<file path="src/rtl/mac_pkg.sv">
// Shared types, default widths and the overflow helper for the MAC sequencer.
package mac_pkg;

    typedef enum logic [1:0] {
        IDLE = 2'd0,
        ACC  = 2'd1,
        DONE = 2'd2
    } state_t;

    localparam int default_a_bw    = 2;
    localparam int default_w_bw    = 4;
    localparam int default_psum_bw = 8;
    localparam int default_cnt_bw  = 4;

    // Same result as comparing the psum_bw+1-bit exact sum with its psum_bw-bit
    // truncation: the wrapped sum can only differ when both addends share a sign
    // and the result sign flips.
    function automatic logic add_ovf(input logic prod_neg, input logic acc_neg,
                                     input logic sum_neg);
        return (prod_neg == acc_neg) && (sum_neg != acc_neg);
    endfunction

endpackage

</file>
<file path="src/rtl/mac.sv">
// Combinational signed multiply-accumulate: out = a*b + c, wrapped to psum_bw bits.
module mac #(
    parameter int a_bw    = 2,
    parameter int w_bw    = 4,
    parameter int psum_bw = 8
) (
    input  logic signed [a_bw-1:0]    a,
    input  logic signed [w_bw-1:0]    b,
    input  logic signed [psum_bw-1:0] c,
    output logic signed [psum_bw-1:0] out
);

    logic signed [a_bw+w_bw-1:0] prod;

    assign prod = a * b;
    assign out  = psum_bw'(prod) + c;

endmodule

</file>
<file path="src/rtl/mac_seq_ctrl.sv">
// Runs a length-N dot product through one mac instance and hands the psum
// downstream with a sticky overflow flag.
module mac_seq_ctrl
    import mac_pkg::*;
#(
    parameter int a_bw    = default_a_bw,
    parameter int w_bw    = default_w_bw,
    parameter int psum_bw = default_psum_bw,
    parameter int cnt_bw  = default_cnt_bw
) (
    input  logic               clk,
    input  logic               reset_n,
    input  logic               start,
    input  logic [cnt_bw-1:0]  len,
    input  logic [psum_bw-1:0] psum_init,
    output logic               busy,
    input  logic               in_valid,
    output logic               in_ready,
    input  logic [a_bw-1:0]    in_a,
    input  logic [w_bw-1:0]    in_w,
    output logic               out_valid,
    input  logic               out_ready,
    output logic [psum_bw-1:0] out_psum,
    output logic               out_ovf,
    output state_t             dbg_state
);

    // Handshakes: a transfer happens on a rising edge where valid and ready are
    // both high; valid/ready here are decoded purely from the registered state.

    state_t             state, state_next;
    logic [psum_bw-1:0] acc, acc_next;
    logic [cnt_bw-1:0]  cnt, cnt_next;
    logic               ovf, ovf_next;
    logic [psum_bw-1:0] mac_out;
    logic               prod_neg;
    logic               beat_ovf;

    mac #(
        .a_bw    (a_bw),
        .w_bw    (w_bw),
        .psum_bw (psum_bw)
    ) u_mac (
        .a   (in_a),
        .b   (in_w),
        .c   (acc),
        .out (mac_out)
    );

    // Sign of the exact product: negative only for opposite signs and no zero factor.
    assign prod_neg = (in_a[a_bw-1] ^ in_w[w_bw-1]) & (|in_a) & (|in_w);
    assign beat_ovf = add_ovf(prod_neg, acc[psum_bw-1], mac_out[psum_bw-1]);

    always_ff @(posedge clk or negedge reset_n) begin
        if (!reset_n) begin
            state <= IDLE;
            acc   <= '0;
            cnt   <= '0;
            ovf   <= 1'b0;
        end else begin
            state <= state_next;
            acc   <= acc_next;
            cnt   <= cnt_next;
            ovf   <= ovf_next;
        end
    end

    always_comb begin
        state_next = state;
        acc_next   = acc;
        cnt_next   = cnt;
        ovf_next   = ovf;
        busy       = (state != IDLE);
        in_ready   = (state == ACC);
        out_valid  = (state == DONE);
        case (state)
            IDLE: begin
                if (start) begin
                    acc_next   = psum_init;
                    cnt_next   = len;
                    ovf_next   = 1'b0;
                    state_next = (len != '0) ? ACC : DONE;
                end
            end
            ACC: begin
                if (in_valid) begin
                    acc_next = mac_out;
                    cnt_next = cnt - 1'b1;
                    ovf_next = ovf | beat_ovf;
                    if (cnt == cnt_bw'(1)) begin
                        state_next = DONE;
                    end
                end
            end
            DONE: begin
                if (out_ready) begin
                    state_next = IDLE;
                end
            end
            default: state_next = IDLE;
        endcase
    end

    // The psum stays visible after the handshake until the next start reloads it.
    assign out_psum  = acc;
    assign out_ovf   = ovf;
    assign dbg_state = state;

endmodule

</file>
<file path="config.mk">
export PLATFORM = sky130hd
export DESIGN_NAME = mac_seq_ctrl
export DESIGN_NICKNAME = d
export VERILOG_FILES = /design/src/rtl/mac_pkg.sv /design/src/rtl/mac.sv /design/src/rtl/mac_seq_ctrl.sv
export SDC_FILE = /design/constraint.sdc
export NUM_CORES = 1
export LEC_CHECK = 0
export CAP_MARGIN = 5
export CORE_MARGIN = 2
export CORE_UTILIZATION = 48
export CTS_CLUSTER_DIAMETER = 200
export DETAILED_ROUTE_END_ITERATION = 10
export GPL_TIMING_DRIVEN = 1
export PLACE_DENSITY = 0.8
export SETUP_SLACK_MARGIN = 0.1
export SLEW_MARGIN = 20
export SYNTH_ARGS = -nofsm -noshare
export SYNTH_HDL_FRONTEND = slang
export SYNTH_SLANG_ARGS = --single-unit
</file>
<file path="constraint.sdc">
create_clock -name clk -period 2.9 [get_ports clk]
set_input_delay 0.58 -clock clk [delete_from_list [all_inputs] [get_ports clk]]
set_output_delay 0.58 -clock clk [all_outputs]
set_load 0.05 [all_outputs]
</file>
==> flow_metrics.py <==
metrics = {
    "run_status": {
        "status": "finished, final reports clean",
    },
    "floorplan": {
        "initial_core_util_pct": 50.0,
        "rows": 19,
        "dieArea_mm2": 0.00326,
        "die_h_um": 57.1,
        "core_area_mm2": 0.00271,
        "fp.dieW_um": 57.1,
        "ios": 37,
    },
    "clock_tree": {
        "cts_tree": "yes",
        "numCtsBuffers": 3,
        "clock_sinks": 15,
        "clockBufferDepth": 2,
        "cts_setup_buffers": 0,
        "clk_pin_slew_ns": 0.09,
        "htree_levels": 1,
        "cts_root_buf": "clkbuf_4",
        "cts_hold_buffers": 0,
        "insertion_delay_ns": 0.28,
    },
    "synth": {
        "synth-adder-area-share_pct": 19.8,
        "synth-simple-area-share_pct": 19.0,
        "ys_warn_count": 0,
        "synth_compound_area_share_pct": 19.5,
        "synth_seq_area_share_pct": 27.7,
        "synth_xor_area_share_pct": 5.82,
        "synth_top_family_by_area": "adder cells",
        "synth_top_area_share_pct": 27.7,
        "synth_cells": 161,
        "synth_area_mm2": 0.00136,
        "muxShareOfSynthArea_pct": 1.57,
        "synth.area.top_cells": "dfrtp_1 (28%), ha_1 (14%), fa_1 (5.9%), nand2_1 (4.7%), o21ai_0 (4.4%)",
        "synth_top_area_cell": "dfrtp_1",
        "syn-num-nets": 203,
        "synth-seq-cells": 15,
        "ys_types": 38,
        "synth.avg_cell_area_um2": 8.42,
    },
    "final_layout": {
        "final_common_cell": "clkdlybuf4s50_1",
        "final_cell_mix": "clkdlybuf4s50_1 (29), buf_4 (18), nand2_1 (16), inv_1 (15), dfrtp_1 (15)",
        "antennaDiodeCount": 0,
        "drive_gt1_share_pct": 17.9,
        "final_cells": 243,
        "area_growth_pct": 42.4,
        "finalNetCount": 255,
    },
    "job": {
        "drv_cap": 0,
    },
    "critical_path": {
        "crit_arrival_ns": 2.81,
        "regToRegStartpoint": "out_psum[3]",
        "critical_path.startpoint": "in_w[0]",
        "critPathRequiredTime_ns": 3.03,
        "reg2reg_depth": 10,
        "crit_path_end": "out_psum[6]",
        "ff2ff_setup_slack_ns": 0.52,
        "criticalPathCategory": "input port to register",
        "cp-end-kind": "register",
        "worst-path-max-fanout": 2,
        "worst_setup_path_start_kind": "input port",
        "worst_r2r_endpoint": "out_psum[7]",
    },
    "placed_design": {
        "place_inst": 239,
        "dp_hpwl_um": 2910,
        "place_ws_ns": -0.390,
        "gp_routability_congestion": 0.855,
        "port-buffer-count": 36,
    },
    "route": {
        "vias": 1394,
        "totalWireLength_um": 3850,
        "drc": 0,
        "drtAntennaViolNets": 0,
        "drtIter0Drc": 43,
        "post_drt_via_cell_ratio": 5.74,
        "wl_per_cell_um": 15.8,
        "drtPass1Iterations": 4,
    },
    "timing": {
        "finClkSkew_ns": 0.00572,
        "min_period_ns": 2.68,
        "fin_crit_sh_pct": 92.5,
        "post-route-worst-setup-slack_ns": 0.218,
        "max_freq_ghz": 0.373,
        "worstMarginPinSlew_ns": 0.730,
        "holdWs_ns": 0.506,
        "maxSlewHeadroom_pct": 51.2,
        "hold_viol_final": 0,
        "rsz0062_at_grt": "no",
        "setup-violations-final": 0,
        "finalMaxSlewViolations": 0,
    },
    "grt": {
        "grt_pass1_vias": 1477,
        "overflow": 0,
        "grt_max_degree": 17,
        "grt_antenna_before_repair": 0,
        "grtUsageTotal_pct": 25.7,
        "grt_pass1_wl_um": 6580,
    },
    "power": {
        "ir_drop_uv": 937,
        "p_clk_share_pct": 5.6,
        "p_total_mw": 2.18,
        "p_comb_share_pct": 75.3,
        "p_seq_share_pct": 19.0,
        "p_int_mw": 1.06,
        "p_switching_mw": 1.12,
        "p_leak_nw": 0.933,
        "swShare_pct": 51.3,
        "powerDensity_mw_per_mm2": 1130,
    },
    "hold_path": {
        "hold_depth": 2,
        "hold_class": "register to register",
    },
}
power groups by stage:
| stage | Combinational [mW] | Sequential [mW] | Clock (mW) |
|---|---|---|---|
| 3_5_place_dp | 1.56 | 0.417 | 0 |
| 4_1_cts | 1.61 | 0.414 | 0.124 |
| 5_1_grt | 1.80 | 0.428 | 0.138 |
| 6_report | 1.64 | 0.415 | 0.123 |
| 3_3_place_gp | 1.50 | 0.408 | 0 |
| 2_1_floorplan | 0.814 | 0.638 | 0 |
cell usage after synthesis, drive strengths merged:
cell    number
a21o         4
o21a         1
nand3        4
nand4        1
or3          1
and2         1
and4         1
o211ai       3
a21oi        9
ha          15
xor2         3
nor3b        1
xnor2        6
or2          1
nor2b        1
nor4         2
mux2i        1
nand4b       1
mux2         1
dfrtp       15
o221ai       1
fa           4
a31o         1
nor3         4
a21boi       1
buf          6
nand2       17
o22ai        2
inv         15
o21ai       14
o22a         1
nand2b       8
nor2         9
clkbuf       1
a31oi        5
logic make-up (layout without fill, tap and decap cells):
group | after synthesis | count (layout)
xor gates and xnor gates | 9 | 9
DFF | 15 | 15
adders and majority gates | 19 | 19
and+or+nand+nor | 52 | 52
muxes | 2 | 2
AOI/OAI and AO/OA | 42 | 42
buffers and inverters | 22 | 73
worst max-delay path, stage by stage:
cell	delay, ns
dlygate4sd2_1	0.26
nand2b_4	0.14
fa_1	0.49
inv_1	0.07
fa_2	0.36
a21o_1	0.20
a31o_2	0.25
a21oi_2	0.14
xor2_1	0.18
a31oi_1	0.12
per-stage QoR:
step           area [um2]  TNS, ns  utilization [%]
4_1_cts              1910        0             70.5
6_report             1930        0             71.2
5_1_grt              1930        0             71.2
2_1_floorplan        1360        0                -
3_3_place_gp         1850    -1.35             68.4
3_5_place_dp         1850    -1.79             68.4
cell type report:
class                      count  area (um2)
multi-input combinational    124         940
fill                         223         781
timing repair buffer          54         493
sequential                    15         375
inverter                      15        56.3
tap                           31        38.8
clock buffer                   4        26.3
what timing repair did:
action,4_1_cts,5_1_grt
gates resized for setup,11,7
pin swaps,3,2
setup endpoints to repair,6,5
registers in the layout (all words and copies together), names as in the netlist:
register / flops
dbg_state: 2
out_ovf: 1
out_psum: 8
cnt: 4
how the worst min path moves through the flow:
| stage | start | end | slack, ns |
|---|---|---|---|
| 6_report | out_ovf | out_ovf | 0.51 |
| 5_1_grt | out_ovf | out_ovf | 0.53 |
| 4_1_cts | out_ovf | out_ovf | 0.51 |
| 3_5_place_dp | out_ovf | out_ovf | 0.49 |
| 3_3_place_gp | out_ovf | out_ovf | 0.49 |
| 2_1_floorplan | reset_n | cnt[0] | 0.28 |
per-layer routing:
metal	share of wire [%]	wire length, um	global-route usage, %
met2	51	1960	43.8
met1	42	1610	31.7
met4	3.0	114	9.63
met3	4.3	164	5.67
met5	0	0	0
(Power assumes the default switching activity.)
